## src/rtl/if_stage_if.sv

```systemverilog
// if_stage_if: instruction-memory request/response bundle between the fetch
// stage and instruction memory.
//   imem_req   - fetch request (fetch -> memory)
//   imem_addr  - fetch address (fetch -> memory)
//   imem_ack   - response for the address presented this cycle (memory -> fetch)
//   imem_rdata - instruction word, valid when imem_ack=1 (memory -> fetch)
// master: fetch-stage side; slave: memory side.
interface if_stage_if;
    logic        imem_req;
    logic [31:0] imem_addr;
    logic        imem_ack;
    logic [31:0] imem_rdata;

    modport master (
        output imem_req,
        output imem_addr,
        input  imem_ack,
        input  imem_rdata
    );

    modport slave (
        input  imem_req,
        input  imem_addr,
        output imem_ack,
        output imem_rdata
    );
endinterface

```

## src/rtl/if_stage.sv

```systemverilog
// if_stage: instruction-fetch stage. Owns the PC, fetches from instruction
// memory over a req/ack handshake and presents instruction + PC+4 to IF/ID.
// Emits a zero word (NOP) with Ins_valid=0 whenever no instruction is available.
//
// Ports:
//   clk, reset          - rising-edge clock, synchronous active-high reset
//   PC_write            - hazard-unit enable, 0 stalls fetch
//   branch_taken/target - taken branch resolved in ID
//   jump_taken/target   - jump resolved in ID (branch wins if both set)
//   imem (master)       - instruction memory handshake
//   Ins_out, PC_plus4   - instruction and fetch address + 4 (0 when invalid)
//   Ins_valid           - Ins_out/PC_plus4 carry a real instruction
//
// Optional feature: define FETCH_BUFFER_EN to add a HOLD state that captures
// the fetched word during a stall so memory is not re-read every stalled cycle.
module if_stage #(
    parameter logic [31:0] RESET_PC = 32'h0000_0000
) (
    input  logic        clk,
    input  logic        reset,
    input  logic        PC_write,
    input  logic        branch_taken,
    input  logic [31:0] branch_target,
    input  logic        jump_taken,
    input  logic [31:0] jump_target,
    if_stage_if.master  imem,
    output logic [31:0] Ins_out,
    output logic [31:0] PC_plus4,
    output logic        Ins_valid
);

    logic [31:0] pc;
    logic [31:0] pc_inc;
    logic        redir;
    logic [31:0] redir_target;

    assign pc_inc       = pc + 32'd4;
    assign redir        = branch_taken | jump_taken;
    // Targets are always word aligned; low bits from ID are ignored.
    assign redir_target = (branch_taken ? branch_target : jump_target) & 32'hFFFF_FFFC;

`ifdef FETCH_BUFFER_EN
    typedef enum logic {StFetch, StHold} state_t;
    state_t      state;
    logic [31:0] hold_ins;
`endif

    // Outputs are gated by reset directly so the reset values appear in the
    // same cycle reset is asserted, before the synchronous update lands.
    always_comb begin
        imem.imem_req  = 1'b0;
        imem.imem_addr = RESET_PC;
        Ins_out        = 32'h0;
        PC_plus4       = 32'h0;
        Ins_valid      = 1'b0;
        if (!reset) begin
            imem.imem_addr = pc;
`ifdef FETCH_BUFFER_EN
            if (state == StHold) begin
                Ins_valid = 1'b1;
                Ins_out   = hold_ins;
                PC_plus4  = pc_inc;
            end else begin
                imem.imem_req = 1'b1;
                if (imem.imem_ack) begin
                    Ins_valid = 1'b1;
                    Ins_out   = imem.imem_rdata;
                    PC_plus4  = pc_inc;
                end
            end
`else
            imem.imem_req = 1'b1;
            if (imem.imem_ack) begin
                Ins_valid = 1'b1;
                Ins_out   = imem.imem_rdata;
                PC_plus4  = pc_inc;
            end
`endif
        end
    end

    always_ff @(posedge clk) begin
        if (reset) begin
            pc       <= RESET_PC;
`ifdef FETCH_BUFFER_EN
            state    <= StFetch;
            hold_ins <= 32'h0;
`endif
        end else if (redir) begin
            // Redirect beats a stall and drops any held word.
            pc       <= redir_target;
`ifdef FETCH_BUFFER_EN
            state    <= StFetch;
`endif
        end else if (Ins_valid && PC_write) begin
            pc       <= pc_inc;
`ifdef FETCH_BUFFER_EN
            state    <= StFetch;
`endif
        end
`ifdef FETCH_BUFFER_EN
        else if (state == StFetch && imem.imem_ack && !PC_write) begin
            hold_ins <= imem.imem_rdata;
            state    <= StHold;
        end
`endif
        // Without the buffer a stalled ack is discarded and the same address
        // is re-fetched next cycle.
    end

endmodule

```

## src/flat_wrapper.sv

```systemverilog
// flat-port wrapper written by rule: the top's interface ports become plain ports
module if_stage_flat 
#(
    parameter logic [31:0] RESET_PC = 32'h0000_0000
)
  (clk, reset, PC_write, branch_taken, branch_target, jump_taken, jump_target, Ins_out, PC_plus4, Ins_valid, imem_imem_req, imem_imem_addr, imem_imem_ack, imem_imem_rdata);
  if_stage_if imem_i ();
  input  logic clk;
  input  logic reset;
  input  logic PC_write;
  input  logic branch_taken;
  input  logic [31:0] branch_target;
  input  logic jump_taken;
  input  logic [31:0] jump_target;
  output logic [31:0] Ins_out;
  output logic [31:0] PC_plus4;
  output logic Ins_valid;
  output wire logic [$bits(imem_i.imem_req)-1:0] imem_imem_req;
  output wire logic [$bits(imem_i.imem_addr)-1:0] imem_imem_addr;
  input wire logic [$bits(imem_i.imem_ack)-1:0] imem_imem_ack;
  input wire logic [$bits(imem_i.imem_rdata)-1:0] imem_imem_rdata;
  assign imem_imem_req = imem_i.imem_req;
  assign imem_imem_addr = imem_i.imem_addr;
  assign imem_i.imem_ack = imem_imem_ack;
  assign imem_i.imem_rdata = imem_imem_rdata;
  if_stage #(.RESET_PC(RESET_PC)) u_core (.clk(clk), .reset(reset), .PC_write(PC_write), .branch_taken(branch_taken), .branch_target(branch_target), .jump_taken(jump_taken), .jump_target(jump_target), .imem(imem_i), .Ins_out(Ins_out), .PC_plus4(PC_plus4), .Ins_valid(Ins_valid));
endmodule
```

## config.mk

```make
export PLATFORM = sky130hd
export DESIGN_NAME = if_stage_flat
export DESIGN_NICKNAME = d
export VERILOG_FILES = /design/src/rtl/if_stage_if.sv /design/src/rtl/if_stage.sv /design/src/flat_wrapper.sv
export SDC_FILE = /design/constraint.sdc
export NUM_CORES = 1
export LEC_CHECK = 0
export BUFFER_PORTS_ARGS = -buffer_cell sky130_fd_sc_hd__buf_2
export CAP_MARGIN = 20
export CORE_ASPECT_RATIO = 0.7
export CORE_MARGIN = 2
export CORE_UTILIZATION = 35
export DETAILED_ROUTE_END_ITERATION = 10
export PLACE_DENSITY = 0.68
export SYNTH_ARGS = -nofsm -noshare
export SYNTH_HDL_FRONTEND = slang
export SYNTH_SLANG_ARGS = --single-unit
```

## constraint.sdc

```tcl
create_clock -name clk -period 5.4 [get_ports clk]
set_input_delay 0.81 -clock clk [delete_from_list [all_inputs] [get_ports clk]]
set_output_delay 0.81 -clock clk [all_outputs]
set_load 0.03 [all_outputs]
```

* Word-level counts from Yosys, hierarchy flattened
Cells that the tools add are included.
Storage, ports and cells: output and inout bits 98, input port bits 102, logic and storage cells 18, flip-flop bits (word level) 32
Cells by class: add/subtract/negate cells 1, reductions and logical operators 3, bitwise logic cells 1, mux-type cells 11
Operator list (number):
- $mux 32 | 8
- $add 32x3->32 const B | 1
- $mux 1 | 3
- $reduce_bool 2->1 | 1
- $reduce_or 2->1 | 1
- $logic_and 1x1->1 | 1
- $or 1x1->1 | 1

* Depth between registers and ports, before layout
Gate-level depths: netlist of the first run.
word-level depth 5, gate-level depth with buffers 9, mapped depth without buffers 7

* Worst setup path before layout of the first run
OpenSTA, ideal clock, no wires.
path kind register to output, start reg u_core.pc[2], end out PC_plus4[22], stages on the path, launching flop included 7, path slack 2586 ps, required time 4590 ps, data arrival time 2004 ps, cell sequence dfxtp_1 -> ha_1 -> nand4_1 -> nor4_4 -> nand4_1 -> xor2_1 -> nor2_1
On the way: word-level cells in the longest chain between the ends 3
RTL lines:
- start, declared | line if_stage.sv:32 | logic [31:0] pc;
- start signal, assigned | line if_stage.sv:91 | pc <= redir_target;
- start signal, assigned | line if_stage.sv:96 | pc <= pc_inc;
- $add 32x3->32 | line if_stage.sv:37 | assign pc_inc = pc + 32'd4;
- $mux 32 | line if_stage.sv:73 | if (imem.imem_ack) begin
- $mux 32 | line if_stage.sv:56 | if (!reset) begin
- end, declared | line flat_wrapper.sv:16 | output logic [31:0] PC_plus4;
Every way passes these cells.

* Final worst setup path of the first run
start reg u_core.pc[2], end out PC_plus4[30]
The elaborated chain is that of the path after synthesis.

==> impl_results.md, run 1 <==
- Clock Latency Late Sink: 270 ps
- Port Buf Inserts: 191
- CTS root buf: clkbuf_16
- Hold Vio Cnt, Final: 0
- Syn avg cell area: 7.18 µm²
- Most area-consuming cells after synthesis: dfxtp_1 20%, nor2_1 7.2%, and2_1 6.9%, nor2b_1 5.1%, xor2_1 4.6%
- Leakage power: 2.04 nW
- Post-synthesis simple-gate area fraction: 37.8%
- Adder-cell share of the synthesized area: 0.407%
- Placement Setup Slack: 2060 ps
- Yosys reg bits: 30
- Die extent in x: 116 µm
- Yosys Warn Count: 0
- Via density: 5.55
- Routed length per placed instance: 17.9 µm
- Clock share of power: 36.0%
- Fin Clk Skew: 7.18 ps
- Crit path kind: flip-flop to output pin
- H-tree depth: 2
- Mux contribution to synthesized area: 0.978%
- Slowest stage delay, CP: 600 ps
- Comb pwr share: 30.9%
- CTS sink cnt: 30
- Met2 routed WL: 6110 µm
- WP data required: 4590 ps
- Max Freq: 282 MHz
- Routed met3 length: 1030 µm
- Min-delay worst type: flip-flop to flip-flop
- Arr. time, crit path: 2740 ps
- TritonCTS Buffers: 5
- Count leader, synth: nor2_1
- Internal: 0.511 mW
- Tot Pwr: 0.787 mW
- Fin crit period: 3550 ps
- Pin count of the biggest net entering global routing: 60
- Status: finished, final reports clean
- Max_slew headroom: 40.1%
- Sw frac: 35.1%
- Peak supply drop: 0.000119 V
- CP max stage cell: nor3_1
- Vias: 3965
- Power per Cell Area: 188 nW/µm²
- Hold slack final: 518 ps
- Synth area leader: dfxtp_1
- # IOs: 200
- Compound-Gate Fraction of Synth Area: 25.6%
- Initial core utilization: 36.2%
- Yosys cell types: 63
- Final setup fails: 0
- Pre-antenna DRT Iters: 6
- Largest register FFs: 30
- Layout cells sized above 1: 37.1%
- Iter 0 DRT Violations: 307
- Worst Path Max Fanout: 8
- Post-synth top area share: 19.6%
- Met1 WL: 5490 µm
- Die area: 9550 µm²
- Crit path top cell by count: nand4_1
- Nets: 697
- EDFF count, synth: 0
- Number of global-route vias before repair: 3649
- Initial antenna violation count: 0
- Largest registers: u_core.pc (30)
- Sequential cell area: 601 µm²
- Drt drc: 0
- Top cells by count, synth: 59 x nor2_1, 34 x and2_1, 30 x dfxtp_1
- CTS tree: done
- First-pass GRT wire length: 18700 µm
- Clock tree buffer depth: 2
- Async SR Flop Fraction: 0%
- Final Max Slew Viols: 0
- Setup crit end kind: output pin
- CP cell instances: ha_1 -> nand4_1 -> nor3_1 -> nand4_1 -> xor2_1 -> nor2_1 -> buf_2
- Cell count after synthesis: 428
- Largest Register: u_core.pc
- Sw Pwr: 0.276 mW
- RSZ-0062 raised after global routing: false
- Post-CTS Setup Repair Bufs: 0
- Die H: 82.4 µm
- Reg clk slew, reported paths: 50 ps
- Final period util: 65.8%
- Largest family of logic cells by synthesized area: simple AND/OR/NAND/NOR gates
- Area Growth Syn to Fin: 36.4%
- Synth Area in XOR/XNOR: 7.98%
- # resized after CTS: 0
- Synth Cell Area: 3070 µm²
- Setup tns final: 0 ps
- Post-route setup slack: 1850 ps
- Global Route Usage Sum: 25.2%
- Antenna Nets Post-Route: 0
- Grt total ovfl: 0
- Final core occ: 49.4%
- Flop pwr share: 33.1%
- # fillers: 887
- Top_reg_cell synth: dfxtp_1
- Max-Cap Viols: 0
- Core area: 8480 µm²
- GPL Wtd Cong: 0.862
- Actual slew at the worst max-slew pin: 896 ps
- Worst Setup Start Kind: flip-flop
- Max Used Layer: met4
- Hold_buf cts: 0
- Multi-input logic area: 2250 µm²
- Sequential share of the synthesized area: 19.6%
- ANT cells: 0
- Cell Rows: 28
- Final HPWL DP: 9380 µm
- DRT Wirelength: 12800 µm
==> power by group through the flow <==
stage                     Sequential [mW]  Clock (mW)  Combinational, mW
final                               0.260       0.284              0.243
after global routing                0.262       0.299              0.263
after CTS                           0.259       0.287              0.243
after detailed placement            0.264           0              0.242
after global placement              0.262           0              0.237
after floorplan                     0.250           0              0.168
==> final cells by class <==
| type | count | area share (%) |
|---|---|---|
| Tap cell | 120 | 3.58 |
| Clock buffer | 7 | 3.40 |
| Sequential cell | 30 | 14.3 |
| Timing Repair Buffer | 197 | 23.9 |
| Clock inverter | 1 | 0.119 |
| Inverter | 10 | 0.896 |
| Multi-Input combinational cell | 350 | 53.8 |
==> path summary, 6_finish.rpt <==
path	startpoint	endpoint	slack, ps	cells after the start
setup reg to reg	u_core.pc[2]	u_core.pc[26]	2780	6
setup / recovery	u_core.pc[2]	PC_plus4[30]	1850	7
hold reg to reg	u_core.pc[3]	u_core.pc[3]	520	2
hold / removal	u_core.pc[3]	u_core.pc[3]	520	2
==> through the flow <==
stage | std cells | instance area [µm²]
6_report | 715 | 4190
5_1_grt | 715 | 4190
4_1_cts | 715 | 4190
3_5_place_dp | 707 | 4040
3_3_place_gp | 707 | 4040
2_1_floorplan | 431 | 3080
==> critical path: cells and delay by family, from the launching register on <==
kind	cells	cell delay, ps
DFF	1	450
adders and majority gates	1	260
xor gates and xnor gates	1	200
and+or+nand+nor	4	1360
buffers and inverters	1	200
==> cells in the final DEF, fill, tap and decap left out, types with 4 or more instances in the layout <==
| cell type | count |
|---|---|
| buf_4 | 6 |
| nor2b_1 | 24 |
| nand4_1 | 11 |
| buf_2 | 191 |
| and2_1 | 34 |
| nor2_1 | 59 |
| xnor2_1 | 12 |
| nand3_1 | 17 |
| inv_1 | 7 |
| a22o_1 | 8 |
| o22ai_1 | 5 |
| conb_1 | 4 |
| clkbuf_16 | 5 |
| a222oi_1 | 5 |
| nand2_1 | 26 |
| dfxtp_1 | 30 |
| o21ai_0 | 6 |
| nor3_1 | 11 |
| a221o_1 | 4 |
| a211oi_1 | 7 |
| xor2_1 | 16 |
| a22oi_1 | 14 |
| o31ai_1 | 4 |
| a21oi_1 | 21 |
| a2111oi_0 | 4 |
| and3_1 | 7 |
==> layer usage <==
metal	GRT usage, %	up-vias
met2	43.6	190
li1	-	1874
met4	6.31	0
met1	31.9	1887
met3	5.84	14
met5	0	-
==> cell families (layout without fill, tap and decap cells) <==
logic type / Yosys count / in the layout
AND/OR/NAND/NOR: 210 / 210
flip-flops: 30 / 30
buffers and inverters: 51 / 215
AO/OA/AOI/OAI: 104 / 104
multiplexers: 3 / 3
other: 1 / 4
adder cells (fa/ha/maj): 1 / 1
XOR/XNOR: 28 / 28
Note: power is estimated with default switching activity, not from simulation.
==> run 2, diff against run 1 <==
--- a/config.mk
+++ b/config.mk
@@ -11,7 +11,7 @@
 export CORE_MARGIN = 2
 export CORE_UTILIZATION = 35
 export DETAILED_ROUTE_END_ITERATION = 10
-export PLACE_DENSITY = 0.68
+export PLACE_DENSITY = 0.71
 export SYNTH_ARGS = -nofsm -noshare
 export SYNTH_HDL_FRONTEND = slang
 export SYNTH_SLANG_ARGS = --single-unit
==> constraint.sdc (replaced) <==
create_clock -name clk -period 2.9 [get_ports clk]
set_input_delay 0.435 -clock clk [delete_from_list [all_inputs] [get_ports clk]]
set_output_delay 0.435 -clock clk [all_outputs]
set_load 0.03 [all_outputs]
==> run 2 against run 1 <==
  * Flip-flop and latch count is the same
  * First-iteration DRC count increased by 2.3%
  * Power increased by 87%
  * Utilization increased by 1.2 points
  * Sequential power up 85%
  * Critical path depth down 1
==> impl_results.md, run 2 (synthesized netlist as in run 1, its figures left out) <==
- Multi-input logic area: 2260 µm² (+0.50%)
- TritonCTS Buffers: 5 (unchanged)
- Routed length per placed instance: 16.9 µm (-5.5%)
- H-tree depth: 2 (unchanged)
- CTS root buf: clkbuf_16
- Setup crit end kind: output pin
- Worst Setup Start Kind: flip-flop
- Clock tree buffer depth: 2 (unchanged)
- Iter 0 DRT Violations: 314 (+2.3%)
- Most frequent cells in the layout: 191 x buf_2, 59 x nor2_1, 34 x and2_1
- Final period util: 94.0%
- Initial antenna violation count: 0 (unchanged)
- Vias: 3970 (+0.13%)
- CTS sink cnt: 30 (unchanged)
- Grt total ovfl: 0 (unchanged)
- Worst hold start: branch_target[2]
- Actual slew at the worst max-slew pin: 834 ps (-61.3 ps)
- # IOs: 200 (unchanged)
- Crit Reg-Reg Startpoint: u_core.pc[2]
- Area Growth Syn to Fin: 39.7%
- Die extent in x: 116 µm (unchanged)
- Leakage power: 2.10 nW (+2.9%)
- Fin crit period: 2730 ps
- Nets: 709 (+1.7%)
- Number of global-route vias before repair: 3580 (-1.9%)
- Commonest non-fill, non-tap cell in the layout: buf_2
- Initial core utilization: 36.2% (unchanged)
- Core area: 8480 µm² (unchanged)
- Cell area after layout: 4290 µm² (+2.4%)
- Port Buf Inserts: 191 (unchanged)
- CTS tree: done
- WP data required: 2470 ps (-2120 ps)
- Hold_buf cts: 0 (unchanged)
- Cell area after placement: 4130 µm² (+2.0%)
- Max_slew headroom: 44.2% (+4.0 points)
- Crit path kind: flip-flop to output pin
- Hold Vio Cnt, Final: 0 (unchanged)
- Peak supply drop: 0.000192 V (+61%)
- DRT Wirelength: 12300 µm (-3.9%)
- Fin Clk Skew: 2.67 ps (-4.51 ps)
- Max Freq: 367 MHz
- Final HPWL DP: 9300 µm (-0.86%)
- Pre-antenna DRT Iters: 7 (+1)
- Die area: 9550 µm² (unchanged)
- Die H: 82.4 µm (unchanged)
- Worst reg2reg path depth: 8 (+2)
- Reg2reg setup slack: 730 ps (-2050 ps)
- GPL Wtd Cong: 0.884 (+2.6%)
- Cell Rows: 28 (unchanged)
- Reg clk slew, reported paths: 50 ps (about the same)
- Final setup fails: 0 (unchanged)
- # fillers: 874 (-1.5%)
- Via density: 5.46 (-1.5%)
- First-pass GRT wire length: 18400 µm (-1.6%)
- Pin count of the biggest net entering global routing: 59 (-1.7%)
- Clock Latency Late Sink: 280 ps (about the same)
- Largest register FFs: 30 (unchanged)
- Final Max Slew Viols: 0 (unchanged)
- Worst Path Max Fanout: 9 (+1)
- Status: finished, final reports clean
- Power per Cell Area: 342 nW/µm² (+82%)
- Drt drc: 0 (unchanged)
- Worst Hold Endpoint: u_core.pc[2]
- Tot Pwr: 1.47 mW (+87%)
- Layout cells sized above 1: 38.7% (+1.6 points)
- Min-delay worst type: primary input to flip-flop
- Global Route Usage Sum: 24.8% (-0.35 points)
- Reg-to-Reg End: u_core.pc[24]
- Largest Register: u_core.pc
- ANT cells: 0 (unchanged)
- Hold depth: 3 (+1)
- Antenna Nets Post-Route: 0 (unchanged)
- Sequential cell area: 601 µm² (unchanged)
- Arr. time, crit path: 2290 ps (-450 ps)
- Largest registers: u_core.pc (30)
- Max-Cap Viols: 0 (unchanged)
-- run 2: cell types whose count changed in the layout (fill, tap and decap cells not counted) --
cell    delta
nor3_2     +1
nor4_1     -1
buf_4     +12
nor4_2     +1
nor3_1     -1
-- run 2: cell type report --
type                       count  area share (%)
multi-input combinational    350            52.8
clock buffer                   7            3.32
tap                          120            3.50
inverter                      10           0.875
clock inverter                 1           0.117
timing repair buffer         209            25.4
sequential                    30            14.0
-- run 2: worst max path at each step --
| stage | from | end | slack, ps |
|---|---|---|---|
| floorplan | u_core.pc[2] | PC_plus4[22] | 460 |
| global placement | reset | u_core.pc[29] | 350 |
| detailed placement | reset | u_core.pc[29] | 240 |
| CTS | u_core.pc[2] | PC_plus4[30] | 70 |
| global route | u_core.pc[4] | PC_plus4[15] | -5 |
| finish | u_core.pc[18] | PC_plus4[31] | 170 |
-- run 2: where the power goes --
| group | leakage (nW) | switching [mW] | internal, mW |
|---|---|---|---|
| registers | 0.246 | 0.0425 | 0.438 |
| clock network | 0.0739 | 0.188 | 0.340 |
| logic | 1.78 | 0.283 | 0.179 |
-- run 2: metal layers --
metal	GRT usage (%)	routed length, µm	share of wire, %	vias to the layer above
li1	-	-	-	1895
met2	41.0	5620	46	217
met1	32.9	5300	43	1840
met5	0	0	0	-
met3	5.91	1200	9.8	18
met4	6.19	150	1.2	0
-- run 2: stage by stage --
| stage | setup TNS (ps) | hold slack [ps] | util (%) | cells | setup WS [ps] |
|---|---|---|---|---|---|
| after floorplan | 0 | 470 | - | 431 | 461 |
| after global routing | -4.68 | 439 | 50.6 | 727 | -4.68 |
| after global placement | 0 | 490 | 48.7 | 718 | 348 |
| final | 0 | 410 | 50.6 | 727 | 175 |
| after detailed placement | 0 | 501 | 48.7 | 718 | 241 |
| after CTS | 0 | 405 | 50.4 | 726 | 67.8 |
-- run 2: critical path, stage by stage (launching register included) --
cell and delay, ps:
dfxtp_1 530, nand4_4 200, nor4_4 340, nand3_2 180, or4_1 490, nand2_1 80
buf_2 190
-- run 2: timing repair --
action                                 CTS  global route
setup endpoints to repair                0             4
gates resized for setup                  0             2
endpoints found under the hold margin    0             0
buffers inserted                         0             1
